$ cat src/rtl/wire_cmd_sequencer_if.sv
// -----------------------------------------------------------------------------
// wire_cmd_sequencer_if
//  Register-bus bundle between the host command sequencer and the app core.
//  One request (reg_wr or reg_rd) is held until reg_ack or until the requester
//  gives up on a timeout. reg_rdata is sampled in the reg_ack cycle of a read.
//
//  Signals
//   reg_addr   master->slave  ADDR_W  bus address, valid while reg_wr|reg_rd
//   reg_wdata  master->slave  16      write data, valid while reg_wr
//   reg_wr     master->slave  1       write request
//   reg_rd     master->slave  1       read request
//   reg_ack    slave->master  1       acknowledge, one cycle
//   reg_rdata  slave->master  16      read data, valid with reg_ack on reads
//
//  Modports
//   master  the sequencer side (drives requests)
//   slave   the register-file side (drives ack/rdata)
// -----------------------------------------------------------------------------
interface wire_cmd_sequencer_if #(
   parameter int unsigned ADDR_W = 4
) ();

   logic [ADDR_W-1:0] reg_addr;
   logic [15:0]       reg_wdata;
   logic              reg_wr;
   logic              reg_rd;
   logic              reg_ack;
   logic [15:0]       reg_rdata;

   modport master (
      output reg_addr,
      output reg_wdata,
      output reg_wr,
      output reg_rd,
      input  reg_ack,
      input  reg_rdata
   );

   modport slave (
      input  reg_addr,
      input  reg_wdata,
      input  reg_wr,
      input  reg_rd,
      output reg_ack,
      output reg_rdata
   );

endinterface

$ cat src/rtl/wire_cmd_sequencer.sv
// -----------------------------------------------------------------------------
// wire_cmd_sequencer
//  Host-command sequencer behind the okWireIn endpoints. A command word and an
//  argument word are turned into single-outstanding register-bus transactions.
//  A new command is signalled by flipping cmd_word[15]; the sequencer compares
//  it against the toggle of the last accepted command, so no pulse endpoint is
//  needed. Each transaction is handshaked, bounded by a timeout, and reported
//  through a status word plus the last read data.
//
//  Parameters
//   TIMEOUT_CYCLES  cycles a request may stay unacknowledged (1..2^CNT_W-1)
//   CNT_W           timeout counter width
//   ADDR_W          register-bus address width (<= 8)
//
//  Ports
//   ti_clock   in   system clock, rising edge
//   ti_reset   in   asynchronous active-high reset
//   cmd_word   in   [15] toggle, [14:12] opcode, [ADDR_W-1:0] register address
//   arg_word   in   write data / readback compare value
//   rdata_out  out  data of the last successful read
//   status     out  [15] done_toggle [14] busy [13] err_timeout [12] err_illegal
//                   [11] overrun [10] verify_fail [9:0] zero
//   reg_bus    master side of the register bus
//
//  Opcodes: 0 NOP, 1 WRITE, 2 READ, 3 WRITE_VERIFY, 7 CLEAR, 4-6 illegal.
// -----------------------------------------------------------------------------
module wire_cmd_sequencer #(
   parameter int unsigned TIMEOUT_CYCLES = 255,
   parameter int unsigned CNT_W          = 8,
   parameter int unsigned ADDR_W         = 4
) (
   input  logic                 ti_clock,
   input  logic                 ti_reset,
   input  logic [15:0]          cmd_word,
   input  logic [15:0]          arg_word,
   output logic [15:0]          rdata_out,
   output logic [15:0]          status,
   wire_cmd_sequencer_if.master reg_bus
);

   localparam logic [2:0] OpNop      = 3'd0;
   localparam logic [2:0] OpWrite    = 3'd1;
   localparam logic [2:0] OpRead     = 3'd2;
   localparam logic [2:0] OpWrVerify = 3'd3;
   localparam logic [2:0] OpClear    = 3'd7;

   // Counter value of the last cycle a request may wait for its ack.
   localparam logic [CNT_W-1:0] TmoLast = CNT_W'(TIMEOUT_CYCLES - 1);

   typedef enum logic [1:0] {
      StIdle,
      StWr,
      StRd,
      StDone
   } state_e;

   state_e            state_q, state_d;
   logic [2:0]        op_q, op_d;
   logic [ADDR_W-1:0] addr_q, addr_d;
   logic [15:0]       arg_q, arg_d;
   logic [CNT_W-1:0]  cnt_q, cnt_d;
   logic              last_tog_q, last_tog_d;
   logic              prev_tog_q;
   logic              busy_q, busy_d;
   logic              done_tog_q, done_tog_d;
   logic              err_to_q, err_to_d;
   logic              err_ill_q, err_ill_d;
   logic              ovr_q, ovr_d;
   logic              vfail_q, vfail_d;
   logic [15:0]       rdata_q, rdata_d;

   logic              cmd_tog;
   logic [2:0]        cmd_op;
   logic              req_wr;
   logic              req_rd;
   logic              tmo_hit;

   assign cmd_tog = cmd_word[15];
   assign cmd_op  = cmd_word[14:12];

   // Command bits between the opcode and the address field carry no meaning.
   logic unused_cmd_bits;
   assign unused_cmd_bits = ^cmd_word[11:ADDR_W];

   // ---------------------------------------------------------------------------
   // State register
   // ---------------------------------------------------------------------------
   always_ff @(posedge ti_clock or posedge ti_reset) begin
      if (ti_reset) begin
         state_q    <= StIdle;
         op_q       <= OpNop;
         addr_q     <= '0;
         arg_q      <= '0;
         cnt_q      <= '0;
         last_tog_q <= 1'b0;
         prev_tog_q <= 1'b0;
         busy_q     <= 1'b0;
         done_tog_q <= 1'b0;
         err_to_q   <= 1'b0;
         err_ill_q  <= 1'b0;
         ovr_q      <= 1'b0;
         vfail_q    <= 1'b0;
         rdata_q    <= '0;
      end else begin
         state_q    <= state_d;
         op_q       <= op_d;
         addr_q     <= addr_d;
         arg_q      <= arg_d;
         cnt_q      <= cnt_d;
         last_tog_q <= last_tog_d;
         prev_tog_q <= cmd_tog;
         busy_q     <= busy_d;
         done_tog_q <= done_tog_d;
         err_to_q   <= err_to_d;
         err_ill_q  <= err_ill_d;
         ovr_q      <= ovr_d;
         vfail_q    <= vfail_d;
         rdata_q    <= rdata_d;
      end
   end

   // ---------------------------------------------------------------------------
   // Next-state logic
   // ---------------------------------------------------------------------------
   assign tmo_hit = (cnt_q == TmoLast);

   always_comb begin
      state_d    = state_q;
      op_d       = op_q;
      addr_d     = addr_q;
      arg_d      = arg_q;
      cnt_d      = '0;
      last_tog_d = last_tog_q;
      busy_d     = busy_q;
      done_tog_d = done_tog_q;
      err_to_d   = err_to_q;
      err_ill_d  = err_ill_q;
      ovr_d      = ovr_q;
      vfail_d    = vfail_q;
      rdata_d    = rdata_q;

      // Any toggle movement while a command is in flight is lost, not queued.
      if ((state_q != StIdle) && (cmd_tog != prev_tog_q)) begin
         ovr_d = 1'b1;
      end

      unique case (state_q)
         StIdle: begin
            if (cmd_tog != last_tog_q) begin
               op_d       = cmd_op;
               addr_d     = cmd_word[ADDR_W-1:0];
               arg_d      = arg_word;
               last_tog_d = cmd_tog;
               busy_d     = 1'b1;
               case (cmd_op)
                  OpWrite, OpWrVerify: state_d = StWr;
                  OpRead:              state_d = StRd;
                  OpNop, OpClear:      state_d = StDone;
                  default: begin
                     err_ill_d = 1'b1;
                     state_d   = StDone;
                  end
               endcase
            end
         end

         StWr: begin
            // An ack in the last allowed cycle still counts as success.
            if (reg_bus.reg_ack) begin
               state_d = (op_q == OpWrVerify) ? StRd : StDone;
            end else if (tmo_hit) begin
               err_to_d = 1'b1;
               state_d  = StDone;
            end else begin
               cnt_d = cnt_q + 1'b1;
            end
         end

         StRd: begin
            if (reg_bus.reg_ack) begin
               rdata_d = reg_bus.reg_rdata;
               if ((op_q == OpWrVerify) && (reg_bus.reg_rdata != arg_q)) begin
                  vfail_d = 1'b1;
               end
               state_d = StDone;
            end else if (tmo_hit) begin
               err_to_d = 1'b1;
               state_d  = StDone;
            end else begin
               cnt_d = cnt_q + 1'b1;
            end
         end

         StDone: begin
            done_tog_d = last_tog_q;
            busy_d     = 1'b0;
            state_d    = StIdle;
            // Clearing overrides an overrun flagged in this same cycle.
            if (op_q == OpClear) begin
               err_to_d  = 1'b0;
               err_ill_d = 1'b0;
               ovr_d     = 1'b0;
               vfail_d   = 1'b0;
            end
         end

         default: begin
            state_d = StIdle;
         end
      endcase
   end

   // ---------------------------------------------------------------------------
   // Outputs
   // ---------------------------------------------------------------------------
   // Requests decode straight from the state so that reset drops them at once.
   always_comb begin
      req_wr            = (state_q == StWr);
      req_rd            = (state_q == StRd);
      reg_bus.reg_wr    = req_wr;
      reg_bus.reg_rd    = req_rd;
      reg_bus.reg_addr  = (req_wr || req_rd) ? addr_q : '0;
      reg_bus.reg_wdata = req_wr ? arg_q : '0;
      rdata_out         = rdata_q;
      status            = {done_tog_q, busy_q, err_to_q, err_ill_q, ovr_q, vfail_q, 10'b0};
   end

endmodule

$ cat src/flat_wrapper.sv
// flat-port wrapper written by rule: the top's interface ports become plain ports
module wire_cmd_sequencer_flat 
#(
   parameter int unsigned TIMEOUT_CYCLES = 255,
   parameter int unsigned CNT_W          = 8,
   parameter int unsigned ADDR_W         = 4
)
  (ti_clock, ti_reset, cmd_word, arg_word, rdata_out, status, reg_bus_reg_addr, reg_bus_reg_wdata, reg_bus_reg_wr, reg_bus_reg_rd, reg_bus_reg_ack, reg_bus_reg_rdata);
  wire_cmd_sequencer_if #(.ADDR_W(ADDR_W)) reg_bus_i ();
  input  logic ti_clock;
  input  logic ti_reset;
  input  logic [15:0] cmd_word;
  input  logic [15:0] arg_word;
  output logic [15:0] rdata_out;
  output logic [15:0] status;
  output wire logic [$bits(reg_bus_i.reg_addr)-1:0] reg_bus_reg_addr;
  output wire logic [$bits(reg_bus_i.reg_wdata)-1:0] reg_bus_reg_wdata;
  output wire logic [$bits(reg_bus_i.reg_wr)-1:0] reg_bus_reg_wr;
  output wire logic [$bits(reg_bus_i.reg_rd)-1:0] reg_bus_reg_rd;
  input wire logic [$bits(reg_bus_i.reg_ack)-1:0] reg_bus_reg_ack;
  input wire logic [$bits(reg_bus_i.reg_rdata)-1:0] reg_bus_reg_rdata;
  assign reg_bus_reg_addr = reg_bus_i.reg_addr;
  assign reg_bus_reg_wdata = reg_bus_i.reg_wdata;
  assign reg_bus_reg_wr = reg_bus_i.reg_wr;
  assign reg_bus_reg_rd = reg_bus_i.reg_rd;
  assign reg_bus_i.reg_ack = reg_bus_reg_ack;
  assign reg_bus_i.reg_rdata = reg_bus_reg_rdata;
  wire_cmd_sequencer #(.TIMEOUT_CYCLES(TIMEOUT_CYCLES), .CNT_W(CNT_W), .ADDR_W(ADDR_W)) u_core (.ti_clock(ti_clock), .ti_reset(ti_reset), .cmd_word(cmd_word), .arg_word(arg_word), .rdata_out(rdata_out), .status(status), .reg_bus(reg_bus_i));
endmodule
$ cat config.mk
export PLATFORM = sky130hd
export DESIGN_NAME = wire_cmd_sequencer_flat
export DESIGN_NICKNAME = d
export VERILOG_FILES = /design/src/rtl/wire_cmd_sequencer_if.sv /design/src/rtl/wire_cmd_sequencer.sv /design/src/flat_wrapper.sv
export SDC_FILE = /design/constraint.sdc
export NUM_CORES = 1
export LEC_CHECK = 0
export CAP_MARGIN = 20
export CORE_MARGIN = 5
export CORE_UTILIZATION = 52
export DETAILED_ROUTE_END_ITERATION = 10
export DONT_BUFFER_PORTS = 1
export GPL_TIMING_DRIVEN = 0
export PLACE_DENSITY_LB_ADDON = 0.05
export SLEW_MARGIN = 25
export SYNTH_ARGS = -nofsm -noshare
export SYNTH_HDL_FRONTEND = slang
export SYNTH_SLANG_ARGS = --single-unit
$ cat constraint.sdc
create_clock -name ti_clock -period 2.5 [get_ports ti_clock]
set_clock_uncertainty 0.2 [all_clocks]
set_input_delay 0.75 -clock ti_clock [delete_from_list [all_inputs] [get_ports ti_clock]]
set_output_delay 0.75 -clock ti_clock [all_outputs]
set_load 0.01 [all_outputs]
==> results.yml <==
synthesis:
  avgSynthCellArea_um2: 12.36
  ys_top_cells_by_area: "dfrtp_1 (49%), mux2_4 (10%), mux2_2 (8.1%), xnor2_1 (5.4%), and2_1 (4.3%)"
  netlist.area_leader.share_pct: 49.12
  yosysTopAreaCell: "dfrtp_1"
  syn_area_mm2: 0.002904
  yosysWarnings: 0
  synth-seq-cells: 57
  ys_types: 38
  ys_seq_area_share_pct: 49.12
  synth_cells: 235
sta:
  hold_violations: 0
  finalCritPeriodShare_pct: 96.64
  setup_violations: 0
  fin_crit_ps: 2416
  slew_viol_final: 0
  fmax_ghz: 0.4139
  rsz0062_at_grt: "false"
placement:
  dpl.hpwl_um: 4601
  place_area_mm2: 0.003058
  place_inst: 317
  portBuffers: 0
  finalWeightedCongestion: 0.7728
critical_path:
  cp.arrival_ps: 1470
  cp-start-kind: "flip-flop"
  critical_path.max_fanout: 7
  crit_type: "flip-flop to primary output"
  cp-end-kind: "primary output"
  required_ps: 1550
routing:
  dr.first_iter.drc_count: 57
  routedWlPerCell_um: 18.76
  final_antenna_net_count: 0
  vias_per_cell: 5.443
  vias: 1818
  firstDrtPassIters: 3
  drc_errors: 0
  drt-total-wl_um: 6266
finish:
  fin_cells: 334
  fin_area_mm2: 0.003252
  nFillCells: 482
  drive_gt1_share_pct: 32.44
  regArea_mm2: 0.001428
  multi_input_area_mm2: 0.001350
  nets: 316
  num_antenna_cells: 0
  area_growth_pct: 11.98
grt:
  grt_max_degree: 48
  grt_pass1_vias: 1963
  grt_pass1_wl_um: 10160
  antenna_found_initial: 0
  grt_use_total_pct: 18.46
  overflow: 0
clock_tree:
  clockRootBuffer: "clkbuf_8"
  clock_path_buffers: 2
  clock-sinks: 57
  numCtsBuffers: 9
  clock_latency_ps: 320
  path_clk_slew_ps: 60
  cts_tree: "built"
  htree_levels: 3
flow_run:
  drv_cap: 0
power_and_ir_drop:
  intPower_mw: 2.655
  power.total_mw: 4.169
  p_sw_mw: 1.514
  switching_share_pct: 36.32
  peakVddDrop_uv: 609.6
  combPwrFrac_pct: 41.2
  seqPwrFrac_pct: 41.6
  power_leakage_nw: 1.467
  powerDensity_mw_per_mm2: 1282
  pwr-share-clk_pct: 17.1
floorplan:
  die-area_mm2: 0.007179
  io_pins: 105
  coreArea_mm2: 0.005473
  initial_core_util_pct: 53.06
  die_w_um: 84.73
  die_h_um: 84.73
  rows: 27
run_status:
  run_status: "finished, final reports clean"
hold_path:
  holdCritPathClass: "input port to flip-flop"
[cell usage after synthesis (all sizes together)]
cell	n
nand3b	2
or2	2
a211oi	1
nand3	5
dfrtp	57
clkbuf	2
o21a	1
nand4b	1
conb	1
a41oi	1
buf	19
a31o	1
nand2	4
a31oi	1
nor4	1
and3	1
a21oi	5
o41ai	1
mux2	41
o31a	1
xnor2	18
and2	20
ha	7
nor2	11
a221oi	1
and4	1
o21ai	6
nor3	3
o31ai	1
inv	6
nand4	7
xor2	6
[worst paths after layout]
check,start,to,slack [ps],depth (start not counted)
setup / recovery,u_core.state_q[0],reg_bus_reg_addr[0],80,3
hold / removal,cmd_word[15],u_core.prev_tog_q,250,0
setup reg to reg,u_core.state_q[0],u_core.rdata_out[2],280,5
hold reg to reg,u_core.ovr_q,u_core.ovr_q,290,1
max in group asynchronous,ti_reset,u_core.state_q[0],1020,3
min in group asynchronous,ti_reset,u_core.addr_q[0],610,2
[logic make-up (layout without fill, tap and decap cells)]
family | count (synthesis) | count (layout) | synth area share [%]
compound gates | 20 | 20 | 4.395
xor+xnor | 24 | 24 | 7.497
fa+ha+maj | 7 | 7 | 3.016
buf+inv | 27 | 45 | 6.161
flops | 57 | 57 | 49.12
mux | 41 | 41 | 18.48
other cells | 1 | 10 | 0.1291
simple gates | 58 | 58 | 11.20
[placed cells by master (no fill, tap or decap), types with 2 or more instances in the layout]
cell type,synthesis,layout
nand2_1,3,3
a21oi_1,5,5
nor2_1,11,11
mux2_2,21,21
buf_6,2,2
conb_1,1,10
inv_1,6,4
nand4_1,7,7
xnor2_1,18,18
nand3b_1,2,2
and2_1,20,19
clkbuf_8,0,10
dfrtp_1,57,56
xor2_1,5,5
or2_2,2,2
nand3_1,5,5
nor3_1,3,3
buf_4,16,16
clkbuf_1,1,5
ha_1,7,5
o21ai_0,6,6
mux2_4,20,20
clkbuf_2,1,2
[state kept, by name, indices dropped and copies added, names as in the netlist]
register           count
u_core.ovr_q           1
u_core.err_to_q        1
u_core.prev_tog_q      1
u_core.done_tog_q      1
u_core.rdata_out      16
u_core.arg_q          16
u_core.state_q         2
u_core.op_q            3
u_core.err_ill_q       1
u_core.vfail_q         1
u_core.last_tog_q      1
u_core.busy_q          1
u_core.cnt_q           8
u_core.addr_q          4
[stage by stage]
step                      setup TNS [ps]  hold WS (ps)  setup slack [ps]  utilization, %
final                                  0         254.7             84.10           59.42
after global placement            -30780         273.1            -542.6           55.33
after floorplan                        0         265.0             150.4               -
after global routing                   0         226.0             1.782           59.42
after detailed placement               0         280.5             9.864           55.88
after CTS                              0         2.018             10.56           59.10
[critical path: stages (launching register included)]
cell and delay, ps:
dfrtp_2 430, inv_1 100, ha_2 410, and2_1 210
[repair_timing]
| item | 4_1_cts | 5_1_grt |
|---|---|---|
| hold buffers | 0 | 1 |
| hold endpoints to repair | 0 | 10 |
| endpoints found under the setup margin | 10 | 14 |
| pin swaps | 0 | 1 |
| gates resized for setup | 6 | 2 |
| gates cloned | 0 | 0 |
| setup buffers | 0 | 1 |
[area by class of cell]
cell class / instances / area share, %
Buffer: 21 / 4.925
Clock buffer: 15 / 4.810
Inverter: 6 / 0.7695
Multi-Input combinational cell: 160 / 41.52
Sequential cell: 57 / 43.90
Tap cell: 72 / 2.770
Timing Repair Buffer: 3 / 1.308
[power groups by stage]
| stage | clock network, mW | registers (mW) | logic, mW |
|---|---|---|---|
| after global routing | 0.788 | 1.80 | 1.86 |
| after global placement | 0 | 1.72 | 1.63 |
| after detailed placement | 0 | 1.74 | 1.68 |
| final | 0.714 | 1.73 | 1.72 |
| after CTS | 0.733 | 1.74 | 1.72 |
| after floorplan | 0 | 1.63 | 1.41 |
[layer usage]
metal | vias up | routed length (um) | track usage [%]
li1 | 830 | - | -
met1 | 905 | 2623 | 22.66
met2 | 68 | 2974 | 28.54
met3 | 15 | 504 | 6.968
met4 | 0 | 163 | 9.065
met5 | - | 0 | 0
No activity file was read; power rests on OpenSTA's default activity.
